`config.mk`:
```
export PLATFORM = sky130hd
export DESIGN_NAME = secuenciador_mult_matriz
export DESIGN_NICKNAME = d
export VERILOG_FILES = /design/src/rtl/secuenciador_mult_matriz.sv
export SDC_FILE = /design/constraint.sdc
export NUM_CORES = 1
export LEC_CHECK = 0
export ABC_AREA = 1
export BUFFER_PORTS_ARGS = -buffer_cell sky130_fd_sc_hd__buf_2
export CAP_MARGIN = 25
export CORE_ASPECT_RATIO = 0.9
export CORE_MARGIN = 2
export CORE_UTILIZATION = 56
export DETAILED_ROUTE_END_ITERATION = 8
export PLACE_DENSITY = 0.73
export SETUP_SLACK_MARGIN = 0.05
export SLEW_MARGIN = 30
export SYNTH_ARGS = -nofsm -noshare
export SYNTH_HDL_FRONTEND = slang
export SYNTH_SLANG_ARGS = --single-unit
```
`constraint.sdc`:
```
create_clock -name Clk -period 2.4 [get_ports Clk]
set_input_delay 0.12 -clock Clk [delete_from_list [all_inputs] [get_ports Clk]]
set_output_delay 0.12 -clock Clk [all_outputs]
set_load 0.1 [all_outputs]
```
`src/rtl/secuenciador_mult_matriz.sv`:
```
// Sequencer for a 4x4 signed saturating matrix product C = A x B over one shared external multiplier.
// Optional macro SECUENCIADOR_PIPE_MUL_EN registers MulResult/MulError ahead of the accumulator.
//
// state | meaning
// IDLE  | host may load A/B; Start launches a run
// RUN   | one (i,j,k) product per cycle, k innermost
// DONE  | one-cycle completion pulse, then back to IDLE
module secuenciador_mult_matriz #(
    parameter int Width = 8,
    parameter int N     = 4,
    localparam int AddrW = 2 * $clog2(N)
) (
    input  logic             Clk,
    input  logic             Rst_n,
    input  logic             WrEn,
    input  logic             WrSel,
    input  logic [AddrW-1:0] WrAddr,
    input  logic [Width-1:0] WrData,
    input  logic             Start,
    output logic             Busy,
    output logic             Done,
    output logic             SatFlag,
    input  logic [AddrW-1:0] RdAddr,
    output logic [Width-1:0] RdData,
    output logic [Width-1:0] MulOpA,
    output logic [Width-1:0] MulOpB,
    input  logic [Width-1:0] MulResult,
    input  logic             MulError
);

    localparam int LW = $clog2(N);
    localparam logic [LW-1:0] IDX_MAX = LW'(N - 1);
    localparam logic signed [Width:0] SUM_MAX = (Width+1)'((1 << (Width - 1)) - 1);
    localparam logic signed [Width:0] SUM_MIN = -(Width+1)'(1 << (Width - 1));

    typedef enum logic [1:0] {IDLE, RUN, DONE} state_t;

    state_t state, state_nxt;

    logic signed [Width-1:0] a_mem [N*N];
    logic signed [Width-1:0] b_mem [N*N];
    logic signed [Width-1:0] c_mem [N*N];

    logic [LW-1:0] i_cnt, j_cnt, k_cnt;
    logic signed [Width-1:0] acc;

    logic last_step;
    logic issue;
    logic start_run;
    logic host_wr;

    logic signed [Width-1:0] prod;
    logic                    perr;
    logic                    pvalid;
    logic [LW-1:0]           pi, pj, pk;

    logic signed [Width:0]   sum;
    logic signed [Width-1:0] sum_clamp;
    logic                    clamped;

    assign last_step = (i_cnt == IDX_MAX) && (j_cnt == IDX_MAX) && (k_cnt == IDX_MAX);
    assign start_run = (state == IDLE) && Start;
    assign host_wr   = WrEn && (state != RUN);

`ifdef SECUENCIADOR_PIPE_MUL_EN
    logic signed [Width-1:0] mul_q;
    logic                    err_q;
    logic                    vld_q;
    logic                    drain;
    logic [LW-1:0]           i_q, j_q, k_q;

    // drain marks the extra RUN cycle that consumes the final registered product
    assign issue = (state == RUN) && !drain;

    always_ff @(posedge Clk or negedge Rst_n) begin
        if (!Rst_n) begin
            mul_q <= '0;
            err_q <= 1'b0;
            vld_q <= 1'b0;
            i_q   <= '0;
            j_q   <= '0;
            k_q   <= '0;
            drain <= 1'b0;
        end else begin
            mul_q <= MulResult;
            err_q <= MulError;
            vld_q <= issue;
            i_q   <= i_cnt;
            j_q   <= j_cnt;
            k_q   <= k_cnt;
            if (issue && last_step)
                drain <= 1'b1;
            else if (state != RUN)
                drain <= 1'b0;
        end
    end

    assign prod   = mul_q;
    assign perr   = err_q;
    assign pvalid = vld_q;
    assign pi     = i_q;
    assign pj     = j_q;
    assign pk     = k_q;
`else
    assign issue  = (state == RUN);
    assign prod   = MulResult;
    assign perr   = MulError;
    assign pvalid = issue;
    assign pi     = i_cnt;
    assign pj     = j_cnt;
    assign pk     = k_cnt;
`endif

    always_ff @(posedge Clk or negedge Rst_n) begin
        if (!Rst_n)
            state <= IDLE;
        else
            state <= state_nxt;
    end

    always_comb begin
        state_nxt = state;
        Busy      = 1'b0;
        Done      = 1'b0;
        MulOpA    = '0;
        MulOpB    = '0;
        case (state)
            IDLE: begin
                if (Start)
                    state_nxt = RUN;
            end
            RUN: begin
                Busy = 1'b1;
`ifdef SECUENCIADOR_PIPE_MUL_EN
                if (drain)
                    state_nxt = DONE;
`else
                if (last_step)
                    state_nxt = DONE;
`endif
            end
            DONE: begin
                Done      = 1'b1;
                state_nxt = IDLE;
            end
            default: state_nxt = IDLE;
        endcase
        if (issue) begin
            MulOpA = a_mem[{i_cnt, k_cnt}];
            MulOpB = b_mem[{k_cnt, j_cnt}];
        end
    end

    always_ff @(posedge Clk or negedge Rst_n) begin
        if (!Rst_n) begin
            i_cnt <= '0;
            j_cnt <= '0;
            k_cnt <= '0;
        end else if (start_run) begin
            i_cnt <= '0;
            j_cnt <= '0;
            k_cnt <= '0;
        end else if (issue) begin
            k_cnt <= k_cnt + 1'b1;
            if (k_cnt == IDX_MAX) begin
                j_cnt <= j_cnt + 1'b1;
                if (j_cnt == IDX_MAX)
                    i_cnt <= i_cnt + 1'b1;
            end
        end
    end

    // Width+1 bits cannot overflow; bits [Width:Width-1] disagreeing means out of range
    always_comb begin
        sum       = {acc[Width-1], acc} + {prod[Width-1], prod};
        clamped   = 1'b0;
        sum_clamp = sum[Width-1:0];
        if (sum > SUM_MAX) begin
            clamped   = 1'b1;
            sum_clamp = SUM_MAX[Width-1:0];
        end else if (sum < SUM_MIN) begin
            clamped   = 1'b1;
            sum_clamp = SUM_MIN[Width-1:0];
        end
    end

    always_ff @(posedge Clk or negedge Rst_n) begin
        if (!Rst_n) begin
            acc     <= '0;
            SatFlag <= 1'b0;
        end else if (start_run) begin
            acc     <= '0;
            SatFlag <= 1'b0;
        end else if (pvalid) begin
            if (pk == IDX_MAX)
                acc <= '0;
            else
                acc <= sum_clamp;
            if (perr || clamped)
                SatFlag <= 1'b1;
        end
    end

    always_ff @(posedge Clk or negedge Rst_n) begin
        if (!Rst_n) begin
            for (int e = 0; e < N*N; e++) begin
                a_mem[e] <= '0;
                b_mem[e] <= '0;
            end
        end else if (host_wr) begin
            if (WrSel)
                b_mem[WrAddr] <= WrData;
            else
                a_mem[WrAddr] <= WrData;
        end
    end

    always_ff @(posedge Clk or negedge Rst_n) begin
        if (!Rst_n) begin
            for (int e = 0; e < N*N; e++)
                c_mem[e] <= '0;
        end else if (pvalid && (pk == IDX_MAX)) begin
            c_mem[{pi, pj}] <= sum_clamp;
        end
    end

    always_ff @(posedge Clk or negedge Rst_n) begin
        if (!Rst_n)
            RdData <= '0;
        else
            RdData <= c_mem[RdAddr];
    end

endmodule

```
==> flow_summary.yaml, run 1 <==
outcome:
  run_status: "completed"
routing:
  ant_nets: 0
  vias: 15700
  routed_wl_microns: 51100
  routed_via_density: 5.75
  firstDrtPassIters: 6
  remaining_drc_errors: 0
  detail_route.wl_per_cell_microns: 18.7
  drt_iter0_drc: 1273
setup_path:
  cp_max_fo: 82
  critPathRequiredTime_ps: 2280
  end_kind: "output port"
  crit_arrival_ps: 2260
  path_buf_inv: 2
  max_stage_delay_ps: 430
  crit_family: "compound AO/OA/AOI/OAI gates"
  cp_slowest_cell: "dfrtp_2"
  path_class: "register to output port"
  crit_chain: "buf_12, a21oi_1, o21ai_0, nand3_1, nand3_1, a21oi_4, buf_12"
  start_kind: "register"
clock_network:
  clkSlewWorstSetupHoldPaths_ps: 60
  clock-sinks: 409
  h-tree-depth: 2
  insertion_delay_ps: 550
  cts_root_buffer: "clkbuf_16"
  ctsLongestPathBuffers: 3
  tritoncts: "built"
  numCtsBuffers: 43
power_and_ir_drop:
  p_leak_nw: 10.9
  p_clk_share_pct: 36.7
  seqPwrFrac_pct: 44.1
  comb_power_share_pct: 19.3
  power-per-cell-area_nw_per_um2: 805
  p_sw_share_pct: 29.4
  p_switching_w: 0.00544
  irDropWorstVdd_uv: 624
  power.internal_w: 0.0131
cells_and_area:
  layout.cells.non_filler: 2730
  diodes: 0
  drive_gt1_share_pct: 19.9
  area_growth_pct: 16.9
  fin_util_pct: 66.0
  layout_commonest_cell: "dfrtp_1"
  final_cell_mix: "dfrtp_1 (406), o21ai_0 (349), nand2_1 (312)"
  fin_nets: 2278
sta:
  max_slew.worst_pin.slew_ps: 887
  fin_worst_skew_ps: 12.9
  hold_viol_final: 0
  layout_setup_ws_ps: 19.1
  min_period_ps: 2380
  rsz0062_at_grt: "yes"
  max_freq_mhz: 420
  final-max-slew-violation-count: 0
  relSlewSlack_pct: 40.6
  period_share_pct: 99.2
  setup_viol: 0
yosys:
  avgSynthCellArea_sq_um: 9.00
  yosysSeqAreaShare_pct: 52.1
  syn_nets: 2231
  synth-edff-count: 0
  ys.warnings.count: 0
  ys_seq_elements: 409
  synth.cell_area_sq_um: 19700
  syn_inst: 2183
  synth_cell_type_count: 39
  ys.flop_type: "dfrtp_1"
  async_flop_share_pct: 100
placement:
  pre_cts_ws_ps: 109
  place.gp.congestion: 0.864
  port_buffers: 56
  dp_hpwl_microns: 31700
  placedCellCount: 2629
floorplanning:
  io_pins: 57
  rows: 65
  start_util_pct: 56.5
  core_sq_um: 34800
  die_width_microns: 201
  die_area_sq_um: 36600
  die_h_microns: 182
global_routing:
  first_global_vias: 15500
  overflow: 0
  grt_first_pass_wirelength_microns: 81500
  antenna_found_initial: 0
  grtUsageTotal_pct: 27.8
  grt_max_degree: 116
run:
  drv_cap: 0
min_path:
  hp-class: "input pin to asynchronous set/reset pin"
timing repair:
item	in CTS	in global routing
buffers inserted	6	8
pin swaps	16	31
gates resized for setup	40	72
setup endpoints to repair	16	75
cloned	3	4
hold buffers	4	0
endpoints found under the hold margin	323	0
path summary, 6_finish.rpt:
kind / start / to / slack, ps / depth (start not counted)
min in group Clk: WrData[0] / b_mem[104] / 160 / 3
worst max register to register: acc[5] / c_mem[65] / 190 / 10
max in group asynchronous: Rst_n / b_mem[122] / 1380 / 3
worst max-delay path: j_cnt[0] / MulOpB[3] / 20 / 7
worst min register to register: c_mem[126] / c_mem[126] / 480 / 2
worst min-delay path: Rst_n / c_mem[10] / 60 / 2
layout make-up:
type	instances	area [sq um]
Clock buffer	69	1320
Clock inverter	7	110
Fill cell	2767	11800
Inverter	229	867
Multi-Input combinational cell	1398	8280
Sequential cell	409	10200
Tap cell	469	587
Timing Repair Buffer	148	1570
Timing Repair inverter	1	6.26
stage by stage:
| step | setup TNS, ps | area (sq um) | hold slack [ps] | power, W |
|---|---|---|---|---|
| after floorplan | 0 | 19700 | -176 | 0.0105 |
| after detailed placement | 0 | 20800 | 37.0 | 0.0116 |
| after global placement | 0 | 20800 | 43.0 | 0.0114 |
| after global routing | -151 | 23000 | 98.9 | 0.0194 |
| final | 0 | 23000 | 62.7 | 0.0185 |
| after CTS | 0 | 22600 | 62.8 | 0.0183 |
power groups by stage:
stage	clock, W	combinational, W	sequential, W
after floorplan	0	0.00212	0.00836
after global placement	0	0.00321	0.00824
after detailed placement	0	0.00332	0.00827
after CTS	0.00684	0.00334	0.00815
after global routing	0.00717	0.00395	0.00824
final	0.00678	0.00356	0.00815
metal layers:
metal / track usage (%) / wire length, microns / vias up
met1: 37.4 / 21700 / 7680
met3: 3.70 / 3050 / 105
li1: - / - / 7378
met5: 0 / 0 / -
met2: 46.2 / 24800 / 547
met4: 10.9 / 1580 / 0
logic make-up after synthesis:
group / Yosys count / share of synthesized area [%]
simple gates: 575 / 13.3
compound gates: 661 / 17.6
flops: 409 / 52.1
xor+xnor: 4 / 0.178
fa+ha+maj: 18 / 1.18
mux: 140 / 7.95
buf+inv: 376 / 7.74
synth_stat cells (2+ instances only):
cell type | instances | area, sq um
nor3_2 | 2 | 20.0
buf_1 | 5 | 18.8
nand2_2 | 17 | 106
xor2_1 | 3 | 26.3
ha_1 | 17 | 213
inv_1 | 222 | 833
nand3_4 | 2 | 35.0
buf_6 | 4 | 45.0
nand3_1 | 107 | 536
buf_4 | 4 | 30.0
dfrtp_1 | 409 | 10200
o211ai_1 | 12 | 90.1
nand2_1 | 312 | 1170
clkbuf_1 | 90 | 338
a21oi_1 | 202 | 1010
mux2i_1 | 12 | 120
nor2_1 | 106 | 398
inv_2 | 4 | 15.0
nor2_4 | 10 | 113
a31oi_1 | 56 | 350
or2_2 | 2 | 12.5
nor2_2 | 4 | 25.0
nand2_4 | 2 | 22.5
o221ai_1 | 9 | 78.8
buf_2 | 43 | 215
nor2_8 | 8 | 160
clkinv_1 | 3 | 11.3
o21ai_0 | 378 | 1890
mux2_2 | 128 | 1440
worst reg2reg max path, stage by stage, from the launching register on:
cell,delay [ps]
dfrtp_1,410
ha_1,360
nand2_1,120
inv_1,40
a21oi_1,180
nand3_1,180
nand2_1,210
nand2_8,110
buf_12,150
clkbuf_16,170
a31oi_1,190
state kept, by name, indices dropped and copies added, names as in the netlist:
| name | count |
|---|---|
| a_mem | 128 |
| b_mem | 128 |
| c_mem | 128 |
| RdData | 8 |
| acc | 8 |
| i_cnt | 2 |
| j_cnt | 2 |
| k_cnt | 2 |
| state | 2 |
| SatFlag | 1 |
No activity file was read; power rests on OpenSTA's default activity.
==> run 2, diff against run 1 <==
--- a/config.mk
+++ b/config.mk
@@ -9,8 +9,8 @@
 export BUFFER_PORTS_ARGS = -buffer_cell sky130_fd_sc_hd__buf_2
 export CAP_MARGIN = 25
 export CORE_ASPECT_RATIO = 0.9
-export CORE_MARGIN = 2
 export CORE_UTILIZATION = 56
+export CTS_BUF_LIST = sky130_fd_sc_hd__clkbuf_16
 export DETAILED_ROUTE_END_ITERATION = 8
 export PLACE_DENSITY = 0.73
 export SETUP_SLACK_MARGIN = 0.05
==> flow_summary.yaml, run 2 (synthesis gave the netlist of run 1 again) <==
sta:
  rsz0062_at_grt: "yes"
  layout_setup_ws_ps: -54.4
  relSlewSlack_pct: 44.3
  max_slew.worst_pin.slew_ps: 836
  hold_viol_final: 0
  period_share_pct: 102
  setup_viol: 9
  min_period_ps: 2450
  final-max-slew-violation-count: 0
  max_freq_mhz: 407
  fin_worst_skew_ps: 20.5
setup_path:
  cp_slowest_cell: "dfrtp_4"
  start_kind: "register"
  crit_chain: "buf_8, buf_12, a21oi_1, o21ai_0, nand3_1, nand3_2, a21oi_2, buf_12"
  end_kind: "output port"
  critPathRequiredTime_ps: 2280
  cp_max_fo: 13
  cpMostUsedCell: "buf_12"
  max_stage_delay_ps: 500
  path_class: "register to output port"
  crit_arrival_ps: 2330
power_and_ir_drop:
  p_sw_share_pct: 30.5
  p_total_w: 0.0180
  p_switching_w: 0.00550
  power-per-cell-area_nw_per_um2: 779
  irDropWorstVdd_uv: 552
  comb_power_share_pct: 19.9
  power.internal_w: 0.0125
  p_clk_share_pct: 35.0
  p_leak_nw: 11.0
  seqPwrFrac_pct: 45.2
placement:
  port_buffers: 56
  place.gp.congestion: 0.839
  placedCellCount: 2627
  dp_hpwl_microns: 31700
cells_and_area:
  area_growth_pct: 17.7
  fill_cells: 2681
  final_cell_mix: "dfrtp_1 (407), o21ai_0 (338), nand2_1 (312)"
  layout.cells.non_filler: 2737
  fin_nets: 2292
  top_regs: "a_mem: 128 flops, b_mem: 128 flops, c_mem: 128 flops"
  diodes: 0
  drive_gt1_share_pct: 20.7
  layout_commonest_cell: "dfrtp_1"
clock_network:
  tritoncts: "built"
  insertion_delay_ps: 550
  cts_root_buffer: "clkbuf_16"
  ctsLongestPathBuffers: 3
  clock-sinks: 409
  numCtsBuffers: 42
  h-tree-depth: 2
  clkSlewWorstSetupHoldPaths_ps: 60
global_routing:
  grt_max_degree: 83
  first_global_vias: 15500
  grtUsageTotal_pct: 29.5
  grt_first_pass_wirelength_microns: 83000
  overflow: 0
  antenna_found_initial: 0
outcome:
  violations: "setup timing"
  run_status: "finished with violations"
floorplanning:
  die_width_microns: 199
  die_h_microns: 180
  rows: 64
  core_sq_um: 34300
  io_pins: 57
  start_util_pct: 57.3
  die_area_sq_um: 35900
routing:
  remaining_drc_errors: 0
  detail_route.wl_per_cell_microns: 19.5
  drt_iter0_drc: 1360
  vias: 16100
  firstDrtPassIters: 6
  routed_via_density: 5.88
  routed_wl_microns: 53400
  ant_nets: 0
run:
  drv_cap: 0
min_path:
  hp-class: "input pin to register"
[run 2: power groups by stage]
stage	Sequential, W	Combinational [W]	Clock, W
floorplan	0.00836	0.00212	0
global placement	0.00824	0.00317	0
detailed placement	0.00826	0.00329	0
CTS	0.00814	0.00334	0.00636
global route	0.00824	0.00393	0.00664
finish	0.00814	0.00358	0.00630
[run 2: final cells by class]
cell class	count	area (sq um)	area share [%]
sequential	409	10200	44.3
multi-input combinational	1398	8320	36.0
timing repair buffer	164	1830	7.91
clock buffer	43	1080	4.65
inverter	229	875	3.78
tap	462	578	2.50
clock inverter	32	218	0.941
[run 2: worst max-delay path: cells and delay by family (launching register included)]
kind                   cells  cell delay [ps]
AOI/OAI and AO/OA          3              470
and+or+nand+nor            2              300
buffers and inverters      3              520
DFF                        1              500
[run 2: layer usage]
metal	GRT usage, %	routed length (microns)	vias up
met5	0	0	-
met4	9.80	1810	0
met3	3.56	3220	134
met2	48.9	26100	574
met1	40.3	22300	7952
li1	-	-	7427
[run 2: what timing repair did]
item | 4_1_cts | 5_1_grt
hold buffers | 4 | 0
hold endpoints to repair | 69 | 0
gates resized for setup | 64 | 73
gates cloned | 5 | 8
setup buffers | 9 | 9
pin swaps | 25 | 33
setup endpoints to repair | 18 | 121
[run 2: path summary, 6_finish.rpt]
path,from,slack [ps],depth (start not counted),endpoint
worst min-delay path,MulResult[0],110,4,c_mem[0]
max in group asynchronous,Rst_n,1400,3,RdData[3]
min in group asynchronous,Rst_n,150,2,acc[2]
worst max-delay path,k_cnt[0],-50,8,MulOpA[5]
worst max register to register,acc[0],150,13,c_mem[104]
worst min register to register,c_mem[63],480,2,c_mem[63]
[run 2: metrics by stage]
step           utilization, %  hold WS [ps]  area (sq um)  worst slack (ps)  setup TNS [ps]
5_1_grt                  67.5           122         23100              -116           -1250
2_1_floorplan               -          -176         19700              89.8               0
3_5_place_dp             60.9           160         20900              75.1               0
3_3_place_gp             60.9           156         20900               167               0
6_report                 67.5           115         23100             -54.4            -138
4_1_cts                  66.1          83.0         22600             0.441               0
==> run 3, diff against run 2 <==
--- a/config.mk
+++ b/config.mk
@@ -5,7 +5,6 @@
 export SDC_FILE = /design/constraint.sdc
 export NUM_CORES = 1
 export LEC_CHECK = 0
-export ABC_AREA = 1
 export BUFFER_PORTS_ARGS = -buffer_cell sky130_fd_sc_hd__buf_2
 export CAP_MARGIN = 25
 export CORE_ASPECT_RATIO = 0.9
==> flow_summary.yaml, run 3 <==
setup_path:
  path_buf_inv: 3
  crit_family: "multiplexers"
  crit_arrival_ps: 2720
  start_kind: "register"
  cp_max_fo: 6
  rr_startpoint: "acc[1]"
  cp_slowest_cell: "mux4_2"
  cp-startpoint: "k_cnt[0]"
  end_kind: "output port"
  max_stage_delay_ps: 540
  critPathRequiredTime_ps: 2280
  path_class: "register to output port"
  crit_chain: "buf_8, buf_12, mux4_2, mux4_2, and2_4, buf_12"
yosys:
  synth-edff-count: 0
  ys_seq_elements: 409
  synth_most_common_cell: "dfrtp_1"
  syn_nets: 1405
  synth_top_area_share_pct: 54.1
  yosysSeqAreaShare_pct: 54.1
  synth.cell_area_sq_um: 18900
  syn_inst: 1357
  synth_cell_type_count: 57
  synth.area.top_cells: "dfrtp_1 (54%), mux2_2 (15%), mux4_2 (14%)"
  ys.warnings.count: 0
  async_flop_share_pct: 100
  ys.flop_type: "dfrtp_1"
  netlist.top_cell.by_area: "dfrtp_1"
  avgSynthCellArea_sq_um: 13.9
  synth_common_cells: "dfrtp_1 (409), mux2_2 (251), nand2_1 (159)"
power_and_ir_drop:
  p_clk_share_pct: 20.8
  power-per-cell-area_nw_per_um2: 1260
  irDropWorstVdd_uv: 794
  p_sw_share_pct: 38.6
  power.internal_w: 0.0182
  p_switching_w: 0.0114
  comb_power_share_pct: 47.8
  seqPwrFrac_pct: 31.4
  p_leak_nw: 10.8
sta:
  hold_viol_final: 0
  fin_worst_skew_ps: 24.0
  period_share_pct: 118
  setup_viol: 135
  max_slew.worst_pin.slew_ps: 1070
  layout_setup_ws_ps: -443
  relSlewSlack_pct: 28.7
  rsz0062_at_grt: "yes"
  min_period_ps: 2840
  max_freq_mhz: 352
  final-max-slew-violation-count: 0
global_routing:
  first_global_vias: 12900
  grtUsageTotal_pct: 28.8
  overflow: 0
  grt_max_degree: 76
  antenna_found_initial: 4
  grt_first_pass_wirelength_microns: 75800
routing:
  vias: 12700
  drt_iter0_drc: 967
  routed_via_density: 6.47
  detail_route.wl_per_cell_microns: 26.0
  remaining_drc_errors: 0
  ant_nets: 0
  routed_wl_microns: 51000
  firstDrtPassIters: 5
cells_and_area:
  layout_commonest_cell: "dfrtp_1"
  top_regs: "a_mem: 128 flops, b_mem: 128 flops, c_mem: 128 flops"
  drive_gt1_share_pct: 54.3
  multi_input_area_sq_um: 9260
  fin_nets: 1553
  fill_cells: 2034
  layout.cells.non_filler: 1960
  final-seq-area_sq_um: 10200
  area_growth_pct: 24.8
  final_cell_mix: "dfrtp_1 (405), mux2_2 (251), nand2_1 (150)"
clock_network:
  clkSlewWorstSetupHoldPaths_ps: 60
  tritoncts: "built"
  h-tree-depth: 2
  cts_root_buffer: "clkbuf_16"
  insertion_delay_ps: 560
  clock-sinks: 409
  ctsLongestPathBuffers: 3
  numCtsBuffers: 42
floorplanning:
  die_width_microns: 196
  rows: 63
  io_pins: 57
  die_h_microns: 176
  start_util_pct: 57.1
  core_sq_um: 33100
  die_area_sq_um: 34500
min_path:
  min_from: "RdAddr[3]"
  hp-class: "input pin to register"
outcome:
  run_status: "finished with violations"
  violations: "setup timing"
placement:
  port_buffers: 56
  placedCellCount: 1825
  pre_cts_ws_ps: -115
  dp_hpwl_microns: 28600
  place.gp.congestion: 0.902
run:
  drv_cap: 0
==> run 3: changes by cell type after synthesis, moves of 17 or more <==
cell / change
clkbuf_1: -30
buf_2: -22
inv_1: -215
a31oi_1: -55
mux2_2: +123
o31ai_1: +17
mux4_2: +120
nand2_1: -153
nand3_1: -100
nor2_1: -71
o21ai_2: +18
a21oi_1: -193
o21ai_0: -277
==> run 3: path summary, 6_finish.rpt <==
| kind | slack, ps | endpoint | cells after the start |
|---|---|---|---|
| setup / recovery | -440 | MulOpA[3] | 6 |
| hold / removal | 30 | RdData[1] | 2 |
| setup reg to reg | -170 | acc[5] | 8 |
| hold reg to reg | 470 | c_mem[108] | 2 |
| max in group asynchronous | 1370 | b_mem[56] | 3 |
| min in group asynchronous | 140 | acc[1] | 2 |
==> run 3: kinds of logic (layout without fill, tap and decap cells) <==
| group | after synthesis | count (layout) | share of synthesized area [%] |
|---|---|---|---|
| DFF | 409 | 409 | 54.1 |
| muxes | 378 | 378 | 29.6 |
| and+or+nand+nor | 266 | 266 | 6.28 |
| AOI/OAI and AO/OA | 174 | 181 | 6.02 |
| buffers and inverters | 106 | 279 | 2.43 |
| adders and majority gates | 18 | 18 | 1.23 |
| xor gates and xnor gates | 6 | 6 | 0.278 |
| other | 0 | 1 | 0 |
==> run 3: area by class of cell <==
cell class	count	share of cell area (%)
Sequential cell	409	43.4
Multi-Input combinational cell	849	39.2
Timing Repair Buffer	195	9.63
Clock buffer	42	4.45
Tap cell	422	2.24
Clock inverter	34	0.928
Inverter	8	0.127
Antenna cell	1	0.0106
==> run 3: metal layers <==
| metal | share of wire [%] | vias up | global-route usage (%) |
|---|---|---|---|
| met3 | 7.0 | 156 | 4.55 |
| met5 | 0.076 | - | 0 |
| met2 | 48 | 558 | 46.4 |
| met4 | 3.6 | 6 | 8.40 |
| li1 | - | 5306 | - |
| met1 | 41 | 6647 | 40.9 |
==> run 3: power by group through the flow <==
stage	sequential (W)	combinational, W	clock [W]
floorplan	0.00951	0.00549	0
global placement	0.00925	0.00803	0
detailed placement	0.00937	0.00828	0
CTS	0.00923	0.0111	0.00621
global route	0.00945	0.0147	0.00649
finish	0.00931	0.0142	0.00618
==> run 3: metrics by stage <==
stage	utilization, %	cell area (sq um)	total power (W)	TNS (ps)	hold WS [ps]
after floorplan	-	19000	0.0150	0	-176
after global placement	61.2	20200	0.0173	-477	169
after detailed placement	61.2	20200	0.0177	-2630	160
after CTS	68.5	22700	0.0266	-7390	10.5
after global routing	71.3	23600	0.0306	-23370	28.0
final	71.3	23600	0.0297	-17620	28.0
==> run 3: timing repair <==
item / 4_1_cts / 5_1_grt
gates resized for setup: 172 / 200
pin swaps: 24 / 114
endpoints found under the setup margin: 100 / 139
hold buffers: 3 / 0
buffers inserted: 25 / 11
endpoints found under the hold margin: 71 / 0
gates cloned: 14 / 9
